## src/rtl/arbitro_recurso_ie_pkg.sv

```systemverilog
// Shared types for the IE01/IE02 resource arbiter: FSM states, owner tags and
// the 2-bit priority profile.
package arb_ie_pkg;

   typedef enum logic [1:0] {
      IDLE,
      GRANT_IE01,
      GRANT_IE02,
      GAP
   } state_t;

   typedef enum logic [1:0] {
      OWN_NONE,
      OWN_IE01,
      OWN_IE02
   } owner_t;

   typedef logic [1:0] profile_t;

   localparam int unsigned GAP_W = 4;

endpackage

```

## src/rtl/arbitro_recurso_ie_if.sv

```systemverilog
// Request/grant bundle between the two institutions and the arbiter.
// master = requester side (testbench / institutions), slave = arbiter.
interface arbitro_recurso_ie_if;
   import arb_ie_pkg::*;

   logic     req_ie01;
   logic     req_ie02;
   profile_t perf_ie01;
   profile_t perf_ie02;
   logic     gnt_ie01;
   logic     gnt_ie02;
   logic     busy;
   logic     timeout;
   logic     led_r;
   logic     led_g;
   logic     led_b;

   modport master (
      output req_ie01, req_ie02, perf_ie01, perf_ie02,
      input  gnt_ie01, gnt_ie02, busy, timeout, led_r, led_g, led_b
   );

   modport slave (
      input  req_ie01, req_ie02, perf_ie01, perf_ie02,
      output gnt_ie01, gnt_ie02, busy, timeout, led_r, led_g, led_b
   );

endinterface

```

## src/rtl/arbitro_recurso_ie_perfil_comparador.sv

```systemverilog
// Combinational magnitude compare of two 2-bit priority profiles.
module perfil_comparador
   import arb_ie_pkg::*;
(
   input  profile_t i_a,
   input  profile_t i_b,
   output logic     o_eq,
   output logic     o_lt,
   output logic     o_gt
);

   assign o_eq = (i_a == i_b);
   assign o_lt = (i_a <  i_b);
   assign o_gt = (i_a >  i_b);

endmodule

```

## src/rtl/arbitro_recurso_ie.sv

```systemverilog
// Two-requester resource arbiter with grant hold, forced-release timeout, post-release
// gap and status LEDs. Define ROUND_ROBIN_TIE_EN to alternate the winner on equal profiles.
module arbitro_recurso_ie
   import arb_ie_pkg::*;
#(
   parameter int unsigned MAX_HOLD   = 16,
   parameter int unsigned GAP_CYCLES = 1
)
(
   input  logic                 clk,
   input  logic                 rst,
   arbitro_recurso_ie_if.slave  io_bus
);

   localparam int unsigned        HOLD_W   = (MAX_HOLD < 2) ? 1 : $clog2(MAX_HOLD + 1);
   localparam logic [HOLD_W-1:0]  HOLD_MAX = HOLD_W'(MAX_HOLD);
   localparam logic [GAP_W-1:0]   GAP_LAST = GAP_W'(GAP_CYCLES);

   state_t              r_state;
   logic [HOLD_W-1:0]   r_hold;
   logic [GAP_W-1:0]    r_gap;
   owner_t              r_penalty;
   logic                r_gnt01;
   logic                r_gnt02;
   logic                r_busy;
   logic                r_timeout;
   logic                r_led_r;
   logic                r_led_g;
   logic                r_led_b;
`ifdef ROUND_ROBIN_TIE_EN
   owner_t              r_last;
`endif

   logic                w_eq;
   logic                w_lt;
   logic                w_gt;
   owner_t              w_winner;
   logic                w_req_own;
   logic                w_expire;

   perfil_comparador u_cmp (
      .i_a  (io_bus.perf_ie01),
      .i_b  (io_bus.perf_ie02),
      .o_eq (w_eq),
      .o_lt (w_lt),
      .o_gt (w_gt)
   );

   // A pending penalty overrides the profile compare; ties fall to the tie policy.
   always_comb begin
      w_winner = OWN_NONE;
      if (io_bus.req_ie01 && !io_bus.req_ie02) begin
         w_winner = OWN_IE01;
      end else if (!io_bus.req_ie01 && io_bus.req_ie02) begin
         w_winner = OWN_IE02;
      end else if (io_bus.req_ie01 && io_bus.req_ie02) begin
         if (r_penalty == OWN_IE01) begin
            w_winner = OWN_IE02;
         end else if (r_penalty == OWN_IE02) begin
            w_winner = OWN_IE01;
         end else if (w_gt) begin
            w_winner = OWN_IE01;
         end else if (w_lt) begin
            w_winner = OWN_IE02;
         end else if (w_eq) begin
`ifdef ROUND_ROBIN_TIE_EN
            w_winner = (r_last == OWN_IE01) ? OWN_IE02 : OWN_IE01;
`else
            w_winner = OWN_IE01;
`endif
         end
      end
   end

   assign w_req_own = (r_state == GRANT_IE01) ? io_bus.req_ie01 : io_bus.req_ie02;
   assign w_expire  = (MAX_HOLD != 0) && (r_hold == HOLD_MAX) && w_req_own;

   always_ff @(posedge clk or posedge rst) begin
      if (rst) begin
         r_state   <= IDLE;
         r_hold    <= '0;
         r_gap     <= '0;
         r_penalty <= OWN_NONE;
         r_gnt01   <= 1'b0;
         r_gnt02   <= 1'b0;
         r_busy    <= 1'b0;
         r_timeout <= 1'b0;
         r_led_r   <= 1'b0;
         r_led_g   <= 1'b1;
         r_led_b   <= 1'b0;
      end else begin
         r_timeout <= 1'b0;
         case (r_state)
            IDLE: begin
               if (w_winner != OWN_NONE) begin
                  r_state   <= (w_winner == OWN_IE01) ? GRANT_IE01 : GRANT_IE02;
                  r_hold    <= HOLD_W'(1);
                  r_penalty <= OWN_NONE;
                  r_gnt01   <= (w_winner == OWN_IE01);
                  r_gnt02   <= (w_winner == OWN_IE02);
                  r_busy    <= 1'b1;
                  r_led_b   <= (w_winner == OWN_IE01);
                  r_led_r   <= (w_winner == OWN_IE02);
                  r_led_g   <= 1'b0;
               end
            end
            GRANT_IE01, GRANT_IE02: begin
               if (!w_req_own || w_expire) begin
                  r_state   <= GAP;
                  r_gap     <= GAP_W'(1);
                  r_hold    <= '0;
                  r_timeout <= w_expire;
                  r_penalty <= !w_expire ? OWN_NONE :
                               (r_state == GRANT_IE01) ? OWN_IE01 : OWN_IE02;
                  r_gnt01   <= 1'b0;
                  r_gnt02   <= 1'b0;
                  r_busy    <= 1'b0;
                  r_led_b   <= 1'b0;
                  r_led_r   <= 1'b0;
               end else if (r_hold != '1) begin
                  r_hold <= r_hold + 1'b1;
               end
            end
            GAP: begin
               if (r_gap == GAP_LAST) begin
                  r_state <= IDLE;
                  r_gap   <= '0;
                  r_led_g <= 1'b1;
               end else begin
                  r_gap <= r_gap + 1'b1;
               end
            end
            default: r_state <= IDLE;
         endcase
      end
   end

`ifdef ROUND_ROBIN_TIE_EN
   // Reset to IE02 so the very first tie goes to IE01.
   always_ff @(posedge clk or posedge rst) begin
      if (rst) begin
         r_last <= OWN_IE02;
      end else if (r_state == IDLE && w_winner != OWN_NONE) begin
         r_last <= w_winner;
      end
   end
`endif

   assign io_bus.gnt_ie01 = r_gnt01;
   assign io_bus.gnt_ie02 = r_gnt02;
   assign io_bus.busy     = r_busy;
   assign io_bus.timeout  = r_timeout;
   assign io_bus.led_r    = r_led_r;
   assign io_bus.led_g    = r_led_g;
   assign io_bus.led_b    = r_led_b;

   a_gnt_exclusive: assert property (@(posedge clk) disable iff (rst) !(r_gnt01 && r_gnt02));

endmodule

```

## src/flat_wrapper.sv

```systemverilog
// flat-port wrapper written by rule: the top's interface ports become plain ports
module arbitro_recurso_ie_flat import arb_ie_pkg::*;
#(
   parameter int unsigned MAX_HOLD   = 16,
   parameter int unsigned GAP_CYCLES = 1
)
  (clk, rst, io_bus_req_ie01, io_bus_req_ie02, io_bus_perf_ie01, io_bus_perf_ie02, io_bus_gnt_ie01, io_bus_gnt_ie02, io_bus_busy, io_bus_timeout, io_bus_led_r, io_bus_led_g, io_bus_led_b);
  arbitro_recurso_ie_if io_bus_i ();
  input  logic clk;
  input  logic rst;
  input wire logic [$bits(io_bus_i.req_ie01)-1:0] io_bus_req_ie01;
  input wire logic [$bits(io_bus_i.req_ie02)-1:0] io_bus_req_ie02;
  input wire logic [$bits(io_bus_i.perf_ie01)-1:0] io_bus_perf_ie01;
  input wire logic [$bits(io_bus_i.perf_ie02)-1:0] io_bus_perf_ie02;
  output wire logic [$bits(io_bus_i.gnt_ie01)-1:0] io_bus_gnt_ie01;
  output wire logic [$bits(io_bus_i.gnt_ie02)-1:0] io_bus_gnt_ie02;
  output wire logic [$bits(io_bus_i.busy)-1:0] io_bus_busy;
  output wire logic [$bits(io_bus_i.timeout)-1:0] io_bus_timeout;
  output wire logic [$bits(io_bus_i.led_r)-1:0] io_bus_led_r;
  output wire logic [$bits(io_bus_i.led_g)-1:0] io_bus_led_g;
  output wire logic [$bits(io_bus_i.led_b)-1:0] io_bus_led_b;
  assign io_bus_i.req_ie01 = io_bus_req_ie01;
  assign io_bus_i.req_ie02 = io_bus_req_ie02;
  assign io_bus_i.perf_ie01 = io_bus_perf_ie01;
  assign io_bus_i.perf_ie02 = io_bus_perf_ie02;
  assign io_bus_gnt_ie01 = io_bus_i.gnt_ie01;
  assign io_bus_gnt_ie02 = io_bus_i.gnt_ie02;
  assign io_bus_busy = io_bus_i.busy;
  assign io_bus_timeout = io_bus_i.timeout;
  assign io_bus_led_r = io_bus_i.led_r;
  assign io_bus_led_g = io_bus_i.led_g;
  assign io_bus_led_b = io_bus_i.led_b;
  arbitro_recurso_ie #(.MAX_HOLD(MAX_HOLD), .GAP_CYCLES(GAP_CYCLES)) u_core (.clk(clk), .rst(rst), .io_bus(io_bus_i));
endmodule
```

## config.mk

```make
export PLATFORM = sky130hd
export DESIGN_NAME = arbitro_recurso_ie_flat
export DESIGN_NICKNAME = d
export VERILOG_FILES = /design/src/rtl/arbitro_recurso_ie_pkg.sv /design/src/rtl/arbitro_recurso_ie_if.sv /design/src/rtl/arbitro_recurso_ie_perfil_comparador.sv /design/src/rtl/arbitro_recurso_ie.sv /design/src/flat_wrapper.sv
export SDC_FILE = /design/constraint.sdc
export NUM_CORES = 1
export LEC_CHECK = 0
export ABC_AREA = 1
export CAP_MARGIN = 20
export CORE_MARGIN = 2
export CORE_UTILIZATION = 40
export DETAILED_ROUTE_END_ITERATION = 6
export GPL_ROUTABILITY_DRIVEN = 0
export HOLD_SLACK_MARGIN = 0.02
export MAX_ROUTING_LAYER = met4
export PLACE_DENSITY = 0.58
export SLEW_MARGIN = 15
export SYNTH_ARGS = -nofsm -noshare
export SYNTH_HDL_FRONTEND = slang
export SYNTH_SLANG_ARGS = --single-unit
```

## constraint.sdc

```tcl
create_clock -name clk -period 3.1 [get_ports clk]
set_input_delay 0.775 -clock clk [delete_from_list [all_inputs] [get_ports clk]]
set_output_delay 0.775 -clock clk [all_outputs]
set_load 0.03 [all_outputs]
```

==> impl_metrics.toml, run 1 <==
[placed_design]
place_hpwl_um = 1690
dpl_worst_slack_ns = 0.814
portBuffers = 14
numPlacedInstances = 190

[setup_path]
critPathLaunchType = "register"
cp_num_cells = 1
ff2ff_path_depth = 6
critPathMaxFanout = 2
crit_path_end_kind = "output port"
cp_slowest_cell = "clkdlybuf4s50_1"
cpPeakStageDelay_ns = 0.66
cp_top_family = "buffers and inverters"
cp_cell_sequence = "clkdlybuf4s50_1"
arrival_ns = 1.50
worstSetupPathType = "reg2out"
crit_buf_inv = 1
crit_required_ns = 2.32

[routing]
routed_wl_um = 2160
drtIter0Drc = 16
wl_per_cell_um = 11.1
via_per_inst = 4.75
routed-via-count = 922
detail-route-antenna-nets = 0
drcViolationCount = 0
first_pass_iters = 4

[sta]
timing.final.crit_period_ns = 2.27
skew_ns = 0.00134
hold_viol = 0
rsz0062_at_grt = "no"
fin_crit_sh_pct = 73.3
fmax_mhz = 440
max_slew.worst_pin.slew_ns = 0.749
slew_headroom_pct = 50.0
fin_setup_tns_ns = 0
setup_viol = 0
finalMaxSlewViolations = 0
fin_ws_ns = 0.827

[grt]
grt_pass1_wl_um = 3810
grt_start_max_net_pins = 19
grt_pass1_vias = 889
antenna_found_initial = 0
grt.total_usage_pct = 15.1
overflow = 0

[synthesis]
syn_avg_cell_area_sq_um = 7.76
synth_top_cell_area_share_pct = 37.3
yosys_warnings = 0
ys_types = 24
synth.most_common_cell = "nand2_1"
synth.top_cells.by_area = "dfrtp_1, nand2_1, ha_1"
yosys-top-cells-count = "nand2_1, inv_1, dfrtp_1"
synth-main-ff-cell = "dfrtp_1"
synth_edf_count = 0
synth.yosys.seq_area_share_pct = 39.6
syn_area_sq_um = 1140
ys_ff_latch = 18
synth_nets = 166
synthArstFlopShare_pct = 100
syn-instance-count = 147
yosysTopAreaCell = "dfrtp_1"

[clock_tree]
cts_made_buffers = 3
tritoncts = "done"
cts_hold_buffers = 0
clock_sinks = 18
clk_latency_ns = 0.29
cts_resized = 0
h-tree-depth = 1
cts_root_buf = "clkbuf_4"
clkSlewWorstSetupHoldPaths_ns = 0.11
clockBufferDepth = 2
cts_setup_buffers = 0

[final_layout]
finalNetCount = 183
antenna_cells = 0
final_cells = 194
syn2layout_area_growth_pct = 17.5
drive_gt1_share_pct = 10.4

[die]
die_h_um = 57.4
rows = 19
core_area_sq_um = 2730
start_util_pct = 41.7
die_area_sq_um = 3300
ios = 15
chipWidth_um = 57.4

[power]
ir_worst_vdd_uv = 423
powerDensity_nw_per_um2 = 892
leakagePower_nw = 0.691
power.total_w = 0.00120

[min_path]
hp-class = "reg2reg"
min_path_cells = 2

[status]
outcome = "complete, no violations"

[job]
maxCapViolCount = 0
## per-stage QoR
| stage | area (sq um) | hold WS [ns] | util [%] |
|---|---|---|---|
| floorplan | 1140 | 0.459 | - |
| global placement | 1310 | 0.478 | 47.7 |
| detailed placement | 1310 | 0.482 | 47.7 |
| CTS | 1340 | 0.510 | 49.1 |
| global route | 1340 | 0.544 | 49.1 |
| finish | 1340 | 0.507 | 49.1 |
## state kept, by name, indices dropped and copies added, names as in the netlist
name                   cells
u_core.io_bus.busy         1
u_core.io_bus.led_b        1
u_core.io_bus.led_g        1
u_core.io_bus.led_r        1
u_core.io_bus.timeout      1
u_core.r_gap               4
u_core.r_hold              5
u_core.r_penalty           2
u_core.r_state             2
## cell usage in the layout, fill, tap and decap left out
cell type,n
inv_1,21
inv_2,2
o21ai_2,1
nand3_1,7
a21oi_1,2
nand2_2,1
nor3b_2,1
clkbuf_8,1
dfrtp_1,17
dfstp_2,1
o21ai_0,11
o21ai_1,4
nand3_2,2
and3_1,1
clkbuf_4,3
nand2_4,1
nor3b_1,1
ha_1,11
nand4_1,1
clkdlybuf4s50_1,14
nor2_1,8
nor3_1,1
or2_2,3
xor2_1,3
nor2_2,1
nand2_1,44
## layout make-up
type	instances	area, sq um
multi-input cells	104	588
well taps	31	38.8
fillers	291	1390
flip-flops and latches	18	452
clock buffers	4	36.3
repair buffers	14	140
inverters	23	86.3
## power breakdown
group	total, W	internal [W]	switching (W)
Clock	0.000151	0.0000715	0.0000793
Sequential	0.000377	0.000312	0.0000654
Combinational	0.000669	0.000245	0.000423
Total	0.00120	0.000629	0.000568
## logic make-up (layout without fill, tap and decap cells)
| family | count (synthesis) | after routing | synth area share (%) |
|---|---|---|---|
| simple gates | 72 | 72 | 28.9 |
| buf+inv | 25 | 41 | 8.88 |
| compound gates | 18 | 18 | 8.22 |
| flops | 18 | 18 | 39.6 |
| fa+ha+maj | 11 | 11 | 12.1 |
| xor+xnor | 3 | 3 | 2.30 |
## metal layers
metal	GRT usage, %	share of wire (%)
met1	19.4	49
met5	-	0
met3	2.04	2.7
met4	3.99	0.88
met2	25.0	48
## final timing paths
check                                          from             endpoint  slack (ns)
worst max-delay path            u_core.io_bus.led_g         io_bus_led_g        0.83
worst min-delay path             u_core.io_bus.busy   u_core.io_bus.busy        0.51
worst max register to register    u_core.r_state[0]  u_core.io_bus.led_r        1.48
worst min register to register   u_core.io_bus.busy   u_core.io_bus.busy        0.51
max in group asynchronous                       rst    u_core.r_state[1]        1.74
min in group asynchronous                       rst  u_core.r_penalty[1]        0.90
Power figures use the tool's default switching activity.
==> run 2: changes to the inputs <==
--- a/config.mk
+++ b/config.mk
@@ -13,7 +13,7 @@
 export GPL_ROUTABILITY_DRIVEN = 0
 export HOLD_SLACK_MARGIN = 0.02
 export MAX_ROUTING_LAYER = met4
-export PLACE_DENSITY = 0.58
+export PLACE_DENSITY = 0.6
 export SLEW_MARGIN = 15
 export SYNTH_ARGS = -nofsm -noshare
 export SYNTH_HDL_FRONTEND = slang
==> constraint.sdc (replaced) <==
create_clock -name clk -period 2 [get_ports clk]
set_input_delay 0.5 -clock clk [delete_from_list [all_inputs] [get_ports clk]]
set_output_delay 0.5 -clock clk [all_outputs]
set_load 0.03 [all_outputs]
==> run 2 against run 1 <==
Die area unchanged; clock-buffer cell count unchanged; design area fell by 0.28%; wire length decreased by 1.0%; worst setup slack got worse by 0.68 ns; cell count increased by 0.52%; clock power rose by 29%; hold slack better by 0.0010 ns; clock skew barely moved; total power up 51%; sequential power increased by 54%; sequential share of layout area rose by 0.095 points; critical path type unchanged; highest routed layer unchanged.
==> impl_metrics.toml, run 2 (synthesized netlist as in run 1, its figures left out) <==
[status]
outcome = "complete, no violations"

[sta]
hold_viol = 0
max_slew.worst_pin.slew_ns = 0.328
fin_crit_sh_pct = 92.8
skew_ns = 0.00102
fin_setup_tns_ns = 0
fmax_mhz = 539
rsz0062_at_grt = "no"
timing.final.crit_period_ns = 1.86
slew_headroom_pct = 77.9
finalMaxSlewViolations = 0
setup_viol = 0

[final_layout]
final_common_cell = "nand2_1"
antenna_cells = 0
drive_gt1_share_pct = 10.4
finalNetCount = 184
reg_top3 = "u_core.r_hold x5, u_core.r_gap x4"
regMostFlops = "u_core.r_hold"
layout_common_cells = "nand2_1, inv_1, dfrtp_1, clkdlybuf4s50_1"
syn2layout_area_growth_pct = 17.2
largest_register_ffs = 5

[routing]
detail-route-antenna-nets = 0
drtIter0Drc = 20
via_per_inst = 4.87
routed_wl_um = 2140
wl_per_cell_um = 11.0
drcViolationCount = 0
first_pass_iters = 4
routed-via-count = 949

[die]
start_util_pct = 41.7
chipWidth_um = 57.4
core_area_sq_um = 2730
rows = 19
die_area_sq_um = 3300
die_h_um = 57.4
ios = 15

[grt]
grt_start_max_net_pins = 19
grt.total_usage_pct = 15.6
antenna_found_initial = 0
grt_pass1_wl_um = 3900
grt_pass1_vias = 947
overflow = 0

[power]
ir_worst_vdd_uv = 949
powerDensity_nw_per_um2 = 1350
leakagePower_nw = 0.693
power.total_w = 0.00181

[clock_tree]
clockBufferDepth = 2
cts_root_buf = "clkbuf_4"
clk_latency_ns = 0.30
cts_resized = 1
tritoncts = "done"
clkSlewWorstSetupHoldPaths_ns = 0.10
h-tree-depth = 1
cts_hold_buffers = 0
cts_made_buffers = 3
cts_setup_buffers = 0
clock_sinks = 18

[min_path]
hp-class = "in2async"

[placed_design]
portBuffers = 14
place_hpwl_um = 1670

[setup_path]
cpPeakStageDelay_ns = 0.68
critPathMaxFanout = 3
cp_cell_sequence = "clkdlybuf4s50_1"
crit_required_ns = 1.50
worstSetupPathType = "reg2out"
crit_buf_inv = 1
cp_slowest_cell = "clkdlybuf4s50_1"
reg2reg_slack_ns = 0.39
cp_top_family = "buffers and inverters"
crit_path_end_kind = "output port"
critPathLaunchType = "register"
arrival_ns = 1.36

[job]
maxCapViolCount = 0
run 2: cell types whose count changed in the layout (fill, tap and decap cells not counted), sizes merged:
| cell | before | now |
|---|---|---|
| dlygate4sd2 | 0 | 1 |
| clkdlybuf4s50 | 14 | 13 |
| buf | 0 | 1 |
run 2: final timing paths:
check                      cells after the start                start             endpoint
max                                            1  u_core.io_bus.led_r      io_bus_gnt_ie02
min                                            3                  rst      u_core.r_gap[1]
max reg2reg                                   10    u_core.r_state[1]     u_core.r_hold[3]
min reg2reg                                    2  u_core.io_bus.led_b  u_core.io_bus.led_b
max in group asynchronous                      3                  rst  u_core.io_bus.led_g
min in group clk                               2  u_core.io_bus.led_b  u_core.io_bus.led_b
run 2: layer usage:
layer	vias up	global-route usage [%]	wire length, um
li1	491	-	-
met4	0	6.64	29
met1	445	18.6	1050
met5	-	-	0
met2	9	24.7	982
met3	4	4.31	69
run 2: where the power goes:
part	internal [W]	switching, W
clock network	0.0000777	0.000117
logic	0.000376	0.000657
registers	0.000484	0.0000976
run 2: layout make-up:
class | instances | area [sq um]
Clock buffer | 4 | 26.3
Fill cell | 276 | 1400
Inverter | 23 | 86.3
Multi-Input combinational cell | 104 | 588
Sequential cell | 18 | 452
Tap cell | 31 | 38.8
Timing Repair Buffer | 15 | 146
run 2: per-stage QoR:
| step | instances | area, sq um | setup slack [ns] | hold slack (ns) | utilization (%) |
|---|---|---|---|---|---|
| floorplan | 147 | 1140 | 0.581 | 0.438 | - |
| global placement | 191 | 1310 | 0.0640 | 0.484 | 48.0 |
| detailed placement | 191 | 1310 | 0.0337 | 0.490 | 48.0 |
| CTS | 195 | 1340 | 0.123 | 0.508 | 48.9 |
| global route | 195 | 1340 | 0.0867 | 0.534 | 48.9 |
| finish | 195 | 1340 | 0.144 | 0.508 | 48.9 |
